[config.mk]
export PLATFORM = sky130hd
export DESIGN_NAME = clock_div_enable
export DESIGN_NICKNAME = d
export VERILOG_FILES = /design/src/rtl/clock_div_pkg.sv /design/src/rtl/div_period_counter.sv /design/src/rtl/clock_div_enable.sv
export SDC_FILE = /design/constraint.sdc
export NUM_CORES = 1
export LEC_CHECK = 0
export CAP_MARGIN = 15
export CORE_MARGIN = 1
export CORE_UTILIZATION = 56
export DETAILED_ROUTE_END_ITERATION = 7
export GPL_TIMING_DRIVEN = 0
export PLACE_DENSITY = 0.83
export SLEW_MARGIN = 20
export SYNTH_ARGS = -nofsm -noshare
export SYNTH_HDL_FRONTEND = slang
export SYNTH_SLANG_ARGS = --single-unit
[constraint.sdc]
create_clock -name clock -period 4.86 [get_ports clock]
set_clock_uncertainty 0.1 [all_clocks]
set_input_delay 0.486 -clock clock [delete_from_list [all_inputs] [get_ports clock]]
set_output_delay 0.486 -clock clock [all_outputs]
set_load 0.03 [all_outputs]
[src/rtl/clock_div_pkg.sv]
// Shared definitions for the enable-based clock divider: controller states
// and the default ratio width.
package clock_div_pkg;

  localparam int unsigned DIV_WIDTH_DEFAULT = 8;

  typedef enum logic [1:0] {
    IDLE     = 2'd0,
    RUN      = 2'd1,
    STOPPING = 2'd2
  } div_state_e;

endpackage

[src/rtl/div_period_counter.sv]
// Period counter for the clock divider: counts 0..N-1 while active, flags the
// boundary cycle, and predicts whether the next cycle is a boundary.
module div_period_counter
  import clock_div_pkg::*;
#(
  parameter int unsigned WIDTH = DIV_WIDTH_DEFAULT
) (
  input  logic             clock,
  input  logic             reset,
  input  logic             active_i,
  input  logic [WIDTH-1:0] ratio_i,
  input  logic [WIDTH-1:0] next_ratio_i,
  output logic             boundary_o,
  output logic             next_boundary_o
);

  logic [WIDTH-1:0] count_q;
  logic [WIDTH-1:0] count_d;

  // Ratio is never zero, so N-1 cannot underflow.
  assign boundary_o = (count_q == ratio_i - WIDTH'(1));

  // Outside an active period the counter parks at 0, so the first active
  // cycle after a start always sees c = 0.
  always_comb begin
    count_d = '0;
    if (active_i && !boundary_o) begin
      count_d = count_q + WIDTH'(1);
    end
  end

  assign next_boundary_o = (count_d == next_ratio_i - WIDTH'(1));

  // NOTE: sequential state uses non-blocking assignments so every flop samples
  // pre-edge values regardless of block ordering.
  always_ff @(posedge clock) begin
    if (reset) begin
      count_q <= '0;
    end else begin
      count_q <= count_d;
    end
  end

endmodule

[src/rtl/clock_div_enable.sv]
// Divided-clock enable generator: emits one gateEnable pulse per N-cycle
// period, with a ratio handshake that only changes N on period boundaries.
module clock_div_enable
  import clock_div_pkg::*;
#(
  parameter int unsigned WIDTH       = DIV_WIDTH_DEFAULT,
  parameter int unsigned RESET_RATIO = 2
) (
  input  logic             clock,
  input  logic             reset,
  input  logic             run,
  input  logic [WIDTH-1:0] ratioIn,
  input  logic             ratioValid,
  output logic             ratioReady,
  output logic             gateEnable,
  output logic [WIDTH-1:0] activeRatio,
  output logic             busy
);

  div_state_e       state_q, state_d;
  logic [WIDTH-1:0] ratio_q, ratio_d;
  logic [WIDTH-1:0] pend_q, pend_d;
  logic             pend_valid_q, pend_valid_d;
  logic             gate_q, gate_d;

  logic             boundary;
  logic             next_boundary;
  logic             accept;
  logic [WIDTH-1:0] ratio_coerced;

  assign accept        = ratioValid && !pend_valid_q;
  assign ratio_coerced = (ratioIn == '0) ? WIDTH'(1) : ratioIn;

  div_period_counter #(
    .WIDTH (WIDTH)
  ) u_counter (
    .clock           (clock),
    .reset           (reset),
    .active_i        (state_q != IDLE),
    .ratio_i         (ratio_q),
    .next_ratio_i    (ratio_d),
    .boundary_o      (boundary),
    .next_boundary_o (next_boundary)
  );

  // NOTE: every variable gets a default before the case so no path leaves it
  // unassigned, which would otherwise infer a latch.
  always_comb begin
    state_d      = state_q;
    ratio_d      = ratio_q;
    pend_d       = pend_q;
    pend_valid_d = pend_valid_q;

    unique case (state_q)
      IDLE:     if (run) state_d = RUN;
      RUN:      if (boundary) state_d = run ? RUN : IDLE;
                else if (!run) state_d = STOPPING;
      STOPPING: if (boundary) state_d = IDLE;
      default:  state_d = IDLE;
    endcase

    if (state_q == IDLE) begin
      // A ratio accepted in the final boundary cycle is still pending here;
      // with no period to protect it takes effect immediately.
      if (pend_valid_q) begin
        ratio_d      = pend_q;
        pend_valid_d = 1'b0;
      end else if (accept) begin
        ratio_d = ratio_coerced;
      end
    end else begin
      if (pend_valid_q && boundary) begin
        ratio_d      = pend_q;
        pend_valid_d = 1'b0;
      end
      if (accept) begin
        pend_d       = ratio_coerced;
        pend_valid_d = 1'b1;
      end
    end

    gate_d = (state_d != IDLE) && next_boundary;
  end

  always_ff @(posedge clock) begin
    if (reset) begin
      state_q      <= IDLE;
      ratio_q      <= WIDTH'(RESET_RATIO);
      pend_q       <= '0;
      pend_valid_q <= 1'b0;
      gate_q       <= 1'b0;
    end else begin
      state_q      <= state_d;
      ratio_q      <= ratio_d;
      pend_q       <= pend_d;
      pend_valid_q <= pend_valid_d;
      gate_q       <= gate_d;
    end
  end

  assign ratioReady  = !pend_valid_q;
  assign gateEnable  = gate_q;
  assign activeRatio = ratio_q;
  assign busy        = (state_q != IDLE);

endmodule

==> impl_metrics.tcl, run 1 <==
set metrics [dict create \
    outcome "finished clean" \
    syn_area_mm2 0.001971 \
    intPower_uw 710.4 \
    grt_setup_unrepaired "no" \
    arrival_ns 4.42 \
    hold_ws_ns 0.3705 \
    maxSlewHeadroom_pct 59.75 \
    cts_post_setup_buffers_inserted 0 \
    netSwitchingFraction_pct 48.11 \
    syn-num-nets 258 \
    die_w_um 61.32 \
    grt_overflow 0 \
    cts_buffers 3 \
    die_area_mm2 0.003760 \
    clk_latency_ns 0.34 \
    p_seq_share_pct 24.1 \
    period_needed_ns 4.263 \
    ys_seq_elements 28 \
    cp.required_ns 5.02 \
    drcViolationCount 0 \
    synth.distinct_cells 64 \
    max_freq_mhz 234.6 \
    critPathLaunchType "flop" \
    grt_max_degree 17 \
    synth-edff-count 0 \
    finalHoldViolations 0 \
    gp_congestion 0.8413 \
    synth_ff_type "dfxtp_1" \
    grt_pass1_wl_mm 8.093 \
    synth_commonest_cells "33 x nor2_1, 28 x dfxtp_1, 24 x nand2_1, 18 x xnor2_1" \
    synthArstFlopShare_pct 0 \
    core_mm2 0.003363 \
    io_pins 23 \
    worst_pin_slew_ns 0.5982 \
    clockBufferDepth 2 \
    synth_seq_area_share_pct 28.44 \
    h-tree-depth 1 \
    hp-class "reg -> reg" \
    cts.clk_slew.worst_paths_ns 0.16 \
    area_growth_pct 16.25 \
    path_class "reg -> reg" \
    synth_top_area_share_pct 28.44 \
    cts_hold_buf 0 \
    finalMaxSlewViolations 0 \
    drtPass1Iterations 4 \
    cts.sinks 28 \
    p_leak_nw 0.8012 \
    setup_viol 0 \
    io_buffers 21 \
    drt-total-wl_mm 4.894 \
    synthTopCellsByArea "dfxtp_1 28%, xnor2_1 8.0%, nor2_1 6.3%" \
    vdd_drop_max_uv 297.8 \
    drive_above_1_share_pct 11.57 \
    antenna_found_initial 0 \
    globalRouteTotalUtil_pct 29.28 \
    cap_violations 0 \
    whs_path_depth 2 \
    num_rows 21 \
    num-nets-final 284 \
    post_cts_resized 0 \
    cts_tree "done" \
    drt_iter0_markers 121 \
    dp_hpwl_mm 3.750 \
    grt_pass1_vias 1736 \
    cts_root_buf "clkbuf_4" \
    power-per-cell-area_mw_per_mm2 597.6 \
    clkPwrFrac_pct 11.4 \
    worstRegToRegCells 14 \
    ys_warn_count 0 \
    wl_per_cell_um 15.59 \
    vias_per_cell 5.879 \
    synth_cells 243 \
    pwr-share-comb_pct 64.5 \
    switchingPower_uw 658.7 \
    initial_core_util_pct 58.59 \
    ant_nets 0 \
    crit_fanout 8 \
    yosys.cell_count.top_type "nor2_1" \
    postSynthAreaPerCell_um2 8.110 \
    period_share_pct 87.71 \
    die_h_um 61.32 \
    finalSetupTns_ns 0 \
    cp-end-kind "flop" \
    antenna_cells 0 \
    synth_top_cell_by_area "dfxtp_1" \
    vias 1846 \
]
## path summary, 6_finish.rpt
path	startpoint	end	slack, ns
hold / removal	pend_q[1]	pend_q[1]	0.37
setup / recovery	activeRatio[2]	gateEnable	0.60
hold reg to reg	pend_q[1]	pend_q[1]	0.37
setup reg to reg	activeRatio[2]	gateEnable	0.60
## cell families after synthesis
logic type               synth area share (%)
adder cells (fa/ha/maj)                 1.905
AO/OA/AOI/OAI                           23.94
flip-flops                              28.44
buffers and inverters                   4.761
multiplexers                            2.095
XOR/XNOR                                11.11
AND/OR/NAND/NOR                         27.75
## power by group through the flow
stage                     clock network [mW]  logic, mW  registers, mW
after floorplan                            0      0.632          0.364
after global placement                     0      0.855          0.332
after detailed placement                   0      0.870          0.334
after CTS                              0.159      0.876          0.328
after global routing                   0.170      0.973          0.335
final                                  0.156      0.883          0.330
## flip-flops by register name, summed over array words and instances (netlist names)
| name | cells |
|---|---|
| activeRatio | 8 |
| gateEnable | 1 |
| pend_q | 8 |
| pend_valid_q | 1 |
| state_q | 2 |
| u_counter.count_q | 8 |
## worst max-delay path, cell delays in order, from the launching register on
cell and delay, ns:
dfxtp_1 0.35, buf_6 0.14, or3_1 0.36, or3_4 0.41
a2111oi_4 0.50, and2_1 0.20, o211ai_1 0.18, a21oi_1 0.37
inv_1 0.14, ha_1 0.35, nand2b_1 0.17, a2111oi_0 0.37
o21bai_1 0.18, nand4b_1 0.15, a2111oi_2 0.22
## through the flow
step / setup slack [ns] / utilization (%) / power [mW] / std cells / area [um2]
floorplan: 0.9382 / - / 0.9961 / 243 / 1971
global placement: 0.7006 / 66.56 / 1.187 / 310 / 2238
global route: 0.3082 / 68.12 / 1.479 / 314 / 2291
CTS: 0.6254 / 68.12 / 1.363 / 314 / 2291
detailed placement: 0.6836 / 66.56 / 1.204 / 310 / 2238
finish: 0.5971 / 68.12 / 1.369 / 314 / 2291
## cells in the final DEF, fill, tap and decap left out, types with 2 or more instances in the layout
cell,n
nor2_1,33
dfxtp_1,28
nand2_1,24
clkdlybuf4s50_1,21
xnor2_1,18
a21oi_1,12
nand3_1,12
inv_1,9
clkbuf_1,7
xor2_1,7
a211oi_1,7
nor3_1,5
o21ai_0,4
nand4_1,4
and2_1,3
o221ai_2,3
nand2b_1,3
mux2i_1,3
ha_1,3
clkbuf_4,3
buf_4,2
nor4_1,2
or2_2,2
and4b_1,2
o21a_1,2
or3_1,2
o211ai_1,2
a21oi_2,2
o32a_1,2
nor2b_1,2
and3_1,2
nor3b_1,2
## per-layer routing
layer	routed length (um)	part of all wire, %	track usage (%)
met5	0	0	0
met4	74	1.5	9.740
met3	180	3.7	3.361
met2	2348	48	49.22
met1	2291	47	38.97
## final cells by class
cell class	instances	area, um2
multi-input combinational	194	1316
fill	316	1072
sequential	28	560.5
timing repair buffer	21	210.2
tap	46	57.56
buffer	10	52.55
inverter	11	41.29
clock inverter	1	30.03
clock buffer	3	22.52
No activity file was read; power rests on OpenSTA's default activity.
==> run 2, diff against run 1 <==
--- a/config.mk
+++ b/config.mk
@@ -11,6 +11,7 @@
 export DETAILED_ROUTE_END_ITERATION = 7
 export GPL_TIMING_DRIVEN = 0
 export PLACE_DENSITY = 0.83
+export SKIP_CTS_REPAIR_TIMING = 1
 export SLEW_MARGIN = 20
 export SYNTH_ARGS = -nofsm -noshare
 export SYNTH_HDL_FRONTEND = slang
==> constraint.sdc (replaced) <==
create_clock -name clock -period 4.57 [get_ports clock]
set_clock_uncertainty 0.1 [all_clocks]
set_input_delay 0.457 -clock clock [delete_from_list [all_inputs] [get_ports clock]]
set_output_delay 0.457 -clock clock [all_outputs]
set_load 0.03 [all_outputs]
==> results of run 2 <==
The final DEF is identical to that of run 1. Status: finished clean.
Main changes from that run: setup slack after placement 0.6836 ns -> 0.3936 ns; setup slack after layout 0.5971 ns -> 0.3071 ns; register-to-register setup slack 0.60 ns -> 0.31 ns; total power 1.369 mW -> 1.456 mW; worst IR drop on VDD 297.8 uV -> 316.7 uV
